<file path="src/rtl/line_drawer_stream_if.sv">
// Command/pixel-stream bundle between the control FSM, the line drawer and the
// frame-buffer writer. The slave modport is the drawer's view.
interface line_drawer_stream_if #(
    parameter int COORD_W = 11,
    parameter int PACE_W  = 24,
    parameter int CNT_W   = 12
);
    logic                      start;
    logic                      abort;
    logic signed [COORD_W-1:0] x0;
    logic signed [COORD_W-1:0] y0;
    logic signed [COORD_W-1:0] x1;
    logic signed [COORD_W-1:0] y1;
    logic [PACE_W-1:0]         pace;
    logic                      pix_valid;
    logic                      pix_ready;
    logic signed [COORD_W-1:0] pix_x;
    logic signed [COORD_W-1:0] pix_y;
    logic                      busy;
    logic                      done;
    logic [CNT_W-1:0]          pix_count;

    modport master (
        output start, abort, x0, y0, x1, y1, pace, pix_ready,
        input  pix_valid, pix_x, pix_y, busy, done, pix_count
    );

    modport slave (
        input  start, abort, x0, y0, x1, y1, pace, pix_ready,
        output pix_valid, pix_x, pix_y, busy, done, pix_count
    );
endinterface

</file>
<file path="src/rtl/line_drawer_stream.sv">
// Bresenham line rasteriser: latches two signed endpoints on start and streams one
// pixel per valid/ready handshake, with optional idle pacing between pixels.
module line_drawer_stream #(
    parameter int COORD_W = 11,
    parameter int PACE_W  = 24,
    parameter int CNT_W   = 12
) (
    input  logic                clk,
    input  logic                reset,
    line_drawer_stream_if.slave bus
);
    localparam int EW  = COORD_W + 1;
    localparam int E2W = COORD_W + 2;
    localparam logic signed [EW-1:0] ZERO_E = '0;

    typedef enum logic [2:0] {S_IDLE, S_SETUP, S_DRAW, S_PACE, S_DONE} state_t;

    state_t                    r_state;
    logic signed [COORD_W-1:0] r_x0, r_y0, r_x1, r_y1;
    logic signed [COORD_W-1:0] r_cur_x, r_cur_y;
    logic [PACE_W-1:0]         r_pace, r_pcnt;
    logic signed [EW-1:0]      r_dx, r_dy, r_err;
    logic                      r_sx_neg, r_sy_neg;
    logic                      r_valid, r_busy, r_done;
    logic [CNT_W-1:0]          r_count;

    function automatic logic signed [EW-1:0] abs_e(input logic signed [EW-1:0] v);
        return v[EW-1] ? -v : v;
    endfunction

    function automatic logic [CNT_W-1:0] sat_inc(input logic [CNT_W-1:0] v);
        return (&v) ? v : v + CNT_W'(1);
    endfunction

    // Endpoint deltas, sign-extended by one bit so |x1-x0| never overflows
    logic signed [EW-1:0] w_ddx, w_ddy, w_adx, w_ady;
    assign w_ddx = {r_x1[COORD_W-1], r_x1} - {r_x0[COORD_W-1], r_x0};
    assign w_ddy = {r_y1[COORD_W-1], r_y1} - {r_y0[COORD_W-1], r_y0};
    assign w_adx = abs_e(w_ddx);
    assign w_ady = abs_e(w_ddy);

    logic signed [E2W-1:0] w_e2, w_dx_w, w_dy_w;
    logic                  w_step_x, w_step_y, w_at_end;
    logic signed [EW-1:0]  w_err_nxt;
    logic signed [COORD_W-1:0] w_nx, w_ny;

    assign w_e2     = {r_err, 1'b0};
    assign w_dx_w   = {r_dx[EW-1], r_dx};
    assign w_dy_w   = {r_dy[EW-1], r_dy};
    assign w_step_x = (w_e2 >= w_dy_w);
    assign w_step_y = (w_e2 <= w_dx_w);
    assign w_err_nxt = r_err + (w_step_x ? r_dy : ZERO_E) + (w_step_y ? r_dx : ZERO_E);
    assign w_nx = !w_step_x ? r_cur_x :
                  (r_sx_neg ? r_cur_x - COORD_W'(1) : r_cur_x + COORD_W'(1));
    assign w_ny = !w_step_y ? r_cur_y :
                  (r_sy_neg ? r_cur_y - COORD_W'(1) : r_cur_y + COORD_W'(1));
    assign w_at_end = (r_cur_x == r_x1) && (r_cur_y == r_y1);

    always_ff @(posedge clk or negedge reset) begin
        if (!reset) begin
            r_state  <= S_IDLE;
            r_x0     <= '0;
            r_y0     <= '0;
            r_x1     <= '0;
            r_y1     <= '0;
            r_cur_x  <= '0;
            r_cur_y  <= '0;
            r_pace   <= '0;
            r_pcnt   <= '0;
            r_dx     <= '0;
            r_dy     <= '0;
            r_err    <= '0;
            r_sx_neg <= 1'b0;
            r_sy_neg <= 1'b0;
            r_valid  <= 1'b0;
            r_busy   <= 1'b0;
            r_done   <= 1'b0;
            r_count  <= '0;
        end else begin
            // A handshake counts even when abort lands on the same edge
            if (r_valid && bus.pix_ready)
                r_count <= sat_inc(r_count);

            if (bus.abort && r_state != S_IDLE) begin
                r_state <= S_IDLE;
                r_valid <= 1'b0;
                r_busy  <= 1'b0;
                r_done  <= 1'b0;
            end else begin
                case (r_state)
                    S_IDLE: begin
                        r_done <= 1'b0;
                        if (bus.start) begin
                            r_x0    <= bus.x0;
                            r_y0    <= bus.y0;
                            r_x1    <= bus.x1;
                            r_y1    <= bus.y1;
                            r_pace  <= bus.pace;
                            r_count <= '0;
                            r_busy  <= 1'b1;
                            r_state <= S_SETUP;
                        end
                    end
                    S_SETUP: begin
                        r_dx     <= w_adx;
                        r_dy     <= -w_ady;
                        r_err    <= w_adx - w_ady;
                        r_sx_neg <= !(r_x0 < r_x1);
                        r_sy_neg <= !(r_y0 < r_y1);
                        r_cur_x  <= r_x0;
                        r_cur_y  <= r_y0;
                        r_valid  <= 1'b1;
                        r_state  <= S_DRAW;
                    end
                    S_DRAW: begin
                        if (bus.pix_ready) begin
                            if (w_at_end) begin
                                r_valid <= 1'b0;
                                r_done  <= 1'b1;
                                r_state <= S_DONE;
                            end else begin
                                r_cur_x <= w_nx;
                                r_cur_y <= w_ny;
                                r_err   <= w_err_nxt;
                                if (r_pace != '0) begin
                                    r_valid <= 1'b0;
                                    r_pcnt  <= r_pace - PACE_W'(1);
                                    r_state <= S_PACE;
                                end
                            end
                        end
                    end
                    S_PACE: begin
                        if (r_pcnt == '0) begin
                            r_valid <= 1'b1;
                            r_state <= S_DRAW;
                        end else begin
                            r_pcnt <= r_pcnt - PACE_W'(1);
                        end
                    end
                    S_DONE: begin
                        r_done  <= 1'b0;
                        r_busy  <= 1'b0;
                        r_state <= S_IDLE;
                    end
                    default: begin
                        r_valid <= 1'b0;
                        r_busy  <= 1'b0;
                        r_done  <= 1'b0;
                        r_state <= S_IDLE;
                    end
                endcase
            end
        end
    end

    assign bus.pix_valid = r_valid;
    assign bus.pix_x     = r_cur_x;
    assign bus.pix_y     = r_cur_y;
    assign bus.busy      = r_busy;
    assign bus.done      = r_done;
    assign bus.pix_count = r_count;
endmodule

</file>
<file path="src/flat_wrapper.sv">
// flat-port wrapper written by rule: the top's interface ports become plain ports
module line_drawer_stream_flat 
#(
    parameter int COORD_W = 11,
    parameter int PACE_W  = 24,
    parameter int CNT_W   = 12
)
  (clk, reset, bus_start, bus_abort, bus_x0, bus_y0, bus_x1, bus_y1, bus_pace, bus_pix_ready, bus_pix_valid, bus_pix_x, bus_pix_y, bus_busy, bus_done, bus_pix_count);
  line_drawer_stream_if #(.COORD_W(COORD_W), .PACE_W(PACE_W), .CNT_W(CNT_W)) bus_i ();
  input  logic clk;
  input  logic reset;
  input wire logic [$bits(bus_i.start)-1:0] bus_start;
  input wire logic [$bits(bus_i.abort)-1:0] bus_abort;
  input wire logic [$bits(bus_i.x0)-1:0] bus_x0;
  input wire logic [$bits(bus_i.y0)-1:0] bus_y0;
  input wire logic [$bits(bus_i.x1)-1:0] bus_x1;
  input wire logic [$bits(bus_i.y1)-1:0] bus_y1;
  input wire logic [$bits(bus_i.pace)-1:0] bus_pace;
  input wire logic [$bits(bus_i.pix_ready)-1:0] bus_pix_ready;
  output wire logic [$bits(bus_i.pix_valid)-1:0] bus_pix_valid;
  output wire logic [$bits(bus_i.pix_x)-1:0] bus_pix_x;
  output wire logic [$bits(bus_i.pix_y)-1:0] bus_pix_y;
  output wire logic [$bits(bus_i.busy)-1:0] bus_busy;
  output wire logic [$bits(bus_i.done)-1:0] bus_done;
  output wire logic [$bits(bus_i.pix_count)-1:0] bus_pix_count;
  assign bus_i.start = bus_start;
  assign bus_i.abort = bus_abort;
  assign bus_i.x0 = bus_x0;
  assign bus_i.y0 = bus_y0;
  assign bus_i.x1 = bus_x1;
  assign bus_i.y1 = bus_y1;
  assign bus_i.pace = bus_pace;
  assign bus_i.pix_ready = bus_pix_ready;
  assign bus_pix_valid = bus_i.pix_valid;
  assign bus_pix_x = bus_i.pix_x;
  assign bus_pix_y = bus_i.pix_y;
  assign bus_busy = bus_i.busy;
  assign bus_done = bus_i.done;
  assign bus_pix_count = bus_i.pix_count;
  line_drawer_stream #(.COORD_W(COORD_W), .PACE_W(PACE_W), .CNT_W(CNT_W)) u_core (.clk(clk), .reset(reset), .bus(bus_i));
endmodule
</file>
<file path="config.mk">
export PLATFORM = sky130hd
export DESIGN_NAME = line_drawer_stream_flat
export DESIGN_NICKNAME = d
export VERILOG_FILES = /design/src/rtl/line_drawer_stream_if.sv /design/src/rtl/line_drawer_stream.sv /design/src/flat_wrapper.sv
export SDC_FILE = /design/constraint.sdc
export NUM_CORES = 1
export LEC_CHECK = 0
export BUFFER_PORTS_ARGS = -buffer_cell sky130_fd_sc_hd__clkbuf_2
export CORE_MARGIN = 10
export CORE_UTILIZATION = 60
export CTS_BUF_LIST = sky130_fd_sc_hd__clkbuf_8
export DETAILED_ROUTE_END_ITERATION = 12
export GPL_ROUTABILITY_DRIVEN = 0
export HOLD_SLACK_MARGIN = 0.12
export PLACE_DENSITY = 0.79
export SLEW_MARGIN = 20
export SYNTH_ARGS = -nofsm -noshare
export SYNTH_HDL_FRONTEND = slang
export SYNTH_SLANG_ARGS = --single-unit
</file>
<file path="constraint.sdc">
create_clock -name clk -period 7.2 [get_ports clk]
set_clock_uncertainty 0.1 [all_clocks]
set_input_delay 0.36 -clock clk [delete_from_list [all_inputs] [get_ports clk]]
set_output_delay 0.36 -clock clk [all_outputs]
set_load 0.02 [all_outputs]
</file>
==> reports/metrics.csv <==
metric,value,unit
globalRouteMet3Util,4.83,%
grtUsageTotal,23.9,%
ioPinCount,110,
syn_area,12800,µm²
die_x,166,µm
max_cap_viol_count,0,
synth.distinct_cells,77,
crit_path_start_kind,flip-flop,
slowest_stage,a31oi_1,
grt_max_degree,92,
syn_nets,1639,
synth_flop_cell,dfrtp_1,
layout_min_cycle_time,5240,ps
whs_endpoint,u_core.bus.busy$_DFFE_PN0P_,
r2r_cells,18,
synth_edf_count,0,
min_period_over_period,72.8,%
slew_viol_final,0,
drt_iter0_drc,816,
status,completed,
die_h,166,µm
clockRootBuffer,clkbuf_8,
vias_per_cell,5.97,
reg2reg_from,u_core.r_x1[2]$_DFFE_PN0P_,
ys_warn_count,0,
regToRegSetupSlack,1960,ps
crit_chain,ha_1 -> o21a_1 -> o31a_1 -> o31a_1 -> o31a_1 -> nand2b_1 -> a31oi_1 -> mux2_2 -> ha_1 -> nor2b_1 -> o21ai_0 -> a21boi_0 -> o21ai_0 -> a21oi_1 -> a31oi_1 -> o21ai_0 -> xnor3_1 -> a221o_1,
synth-seq-area-share,33.3,%
cp.required,7450,ps
coreArea,21000,µm²
antenna_found_initial,0,
syn_avg_cell_area,8.76,µm²
relSlewSlack,32.9,%
cts_resized,0,
grtUsageMet2,39.2,%
worst_pin_slew,993,ps
clockBufferDepth,2,
die_area,27500,µm²
hpwl,24200,µm
rsz0062_at_grt,no,
rows,53,
clk_pin_slew_worst_paths,100,ps
drt-pass1-iter-count,6,
cts_tree,yes,
routed_wirelength,33800,µm
path_buf_inv,0,
grt_pass1_vias,11239,
rr_endpoint,u_core.r_err[11]$_DFFE_PN0P_,
vias,11341,
drtAntennaViolNets,0,
cpPeakStageDelay,730,ps
grt_pass1_wl,56000,µm
hold_violations,0,
num_antenna_cells,0,
hold_depth,3,
cts_sinks,170,
crit_family,compound AO/OA/AOI/OAI gates,
hold_start,bus_start,
numCtsBuffers,17,
drive_gt1_share,14.8,%
clock_latency,480,ps
cp_max_fo,11,
portBuffers,109,
async_reset_ff_share,100,%
max_freq,0.191,GHz
wl_per_cell,17.8,µm
grtUsageMet1,30.8,%
htree_levels,4,
crit_path_end_kind,flip-flop,
postLayoutCoreUtil,69.9,%
drc,0,
syn_inst,1457,
nets,1795,
setup_tns,0,ps
worstSetupPathType,reg -> reg,
initial_core_util,60.9,%
final-setup-viol-count,0,
top_usage_layer,met2,
hp-class,in -> reg,
ys_seq_elements,170,
fillers,1579,
cp.arrival,5500,ps
gr-total-overflow,0,
synthToLayoutAreaGrowth,14.7,%
==> timing repair <==
item	4_1_cts	5_1_grt
buffers inserted	0	0
hold endpoints to repair	159	0
hold buffers	70	0
==> area by class of cell <==
class	instances	area (µm²)	share of cell area [%]
Tap cell	275	344	2.35
Clock buffer	18	248	1.69
Timing Repair Buffer	192	1350	9.25
Multi-Input combinational cell	1115	7870	53.7
Clock inverter	14	136	0.932
Inverter	117	439	3.00
Sequential cell	170	4250	29.1
==> cells in the final DEF, fill, tap and decap left out, types with 19 or more instances in the layout <==
cell | synthesis | final
dlygate4sd3_1 | 0 | 70
a31oi_1 | 23 | 23
xnor2_1 | 49 | 49
nor2_1 | 101 | 99
xor2_1 | 59 | 59
clkbuf_2 | 0 | 108
a21o_1 | 24 | 24
o211ai_1 | 19 | 19
dfrtp_1 | 170 | 170
nor3_1 | 32 | 32
nand2_1 | 169 | 169
inv_1 | 117 | 119
ha_1 | 92 | 92
mux2_2 | 63 | 63
o21ai_0 | 114 | 112
nand3_1 | 27 | 27
a21oi_1 | 85 | 85
==> metrics by stage <==
| step | setup slack (ps) | instance area (µm²) | instances | hold WS (ps) |
|---|---|---|---|---|
| finish | 1960 | 14600 | 1901 | 157 |
| global route | 1600 | 14600 | 1901 | 188 |
| CTS | 2000 | 14600 | 1901 | 151 |
| detailed placement | 2080 | 13600 | 1799 | 397 |
| global placement | 2240 | 13600 | 1799 | 388 |
| floorplan | 2620 | 12800 | 1457 | -35.6 |
==> worst max-delay path by stage <==
| stage | slack, ps | to | start | cells past startpoint |
|---|---|---|---|---|
| after global routing | 1600 | u_core.r_err[11]$_DFFE_PN0P_ | u_core.r_x0[2]$_DFFE_PN0P_ | 19 |
| after CTS | 2000 | u_core.r_err[11]$_DFFE_PN0P_ | u_core.r_x1[2]$_DFFE_PN0P_ | 18 |
| final | 1960 | u_core.r_err[11]$_DFFE_PN0P_ | u_core.r_x1[2]$_DFFE_PN0P_ | 18 |
| after floorplan | 2620 | u_core.r_err[11]$_DFFE_PN0P_ | u_core.r_err[11]$_DFFE_PN0P_ | 22 |
| after global placement | 2240 | u_core.r_err[11]$_DFFE_PN0P_ | u_core.r_x1[2]$_DFFE_PN0P_ | 18 |
| after detailed placement | 2080 | u_core.r_err[11]$_DFFE_PN0P_ | u_core.r_x1[1]$_DFFE_PN0P_ | 18 |
==> per-layer routing <==
metal  up-vias  wire (µm)
met5         -          0
met4         0        765
met3        57       2240
met2       410      16000
met1      5429      14700
li1       5445          -
==> worst register-to-register path: stages, from the launching register on <==
cell	delay, ps
dfrtp_1	420
ha_1	420
o21a_1	150
o31a_1	180
o31a_1	160
o31a_1	210
nand2b_1	80
a31oi_1	730
mux2_2	460
ha_1	290
nor2b_1	120
o21ai_0	180
a21boi_0	150
o21ai_0	240
a21oi_1	150
a31oi_1	290
o21ai_0	140
xnor3_1	370
a221o_1	300
==> cell usage after synthesis (14+ instances only) <==
master	count	area, µm²
a211oi_1	15	113
a21o_1	24	180
a21oi_1	85	425
a31oi_1	23	144
clkbuf_1	48	180
dfrtp_1	170	4250
fa_1	17	340
ha_1	92	1150
inv_1	117	439
mux2_2	63	709
mux2i_1	18	180
nand2_1	169	634
nand2b_1	14	87.6
nand3_1	27	135
nand4_1	16	100
nor2_1	101	379
nor3_1	32	160
nor4_1	18	113
o211ai_1	19	143
o21ai_0	114	571
o31ai_1	14	105
xnor2_1	49	429
xor2_1	59	517
==> flip-flops by register name (all words and copies together), names as in the netlist, 12 cells and up <==
signal	cells
u_core.bus.pix_count	12
u_core.r_pcnt	24
u_core.r_dy	12
u_core.r_err	12
u_core.r_dx	12
u_core.r_pace	24
==> cells by family after synthesis <==
kind of cell / count (synthesis) / share of synthesized area [%]
and+or+nand+nor: 455 / 17.3
AOI/OAI and AO/OA: 357 / 17.4
buffers and inverters: 172 / 5.19
DFF: 170 / 33.3
xor gates and xnor gates: 111 / 7.94
adders and majority gates: 109 / 11.7
muxes: 83 / 7.17
Power is not shown: default switching activity piles up to over one toggle a cycle in this logic, so the estimate is an artifact.
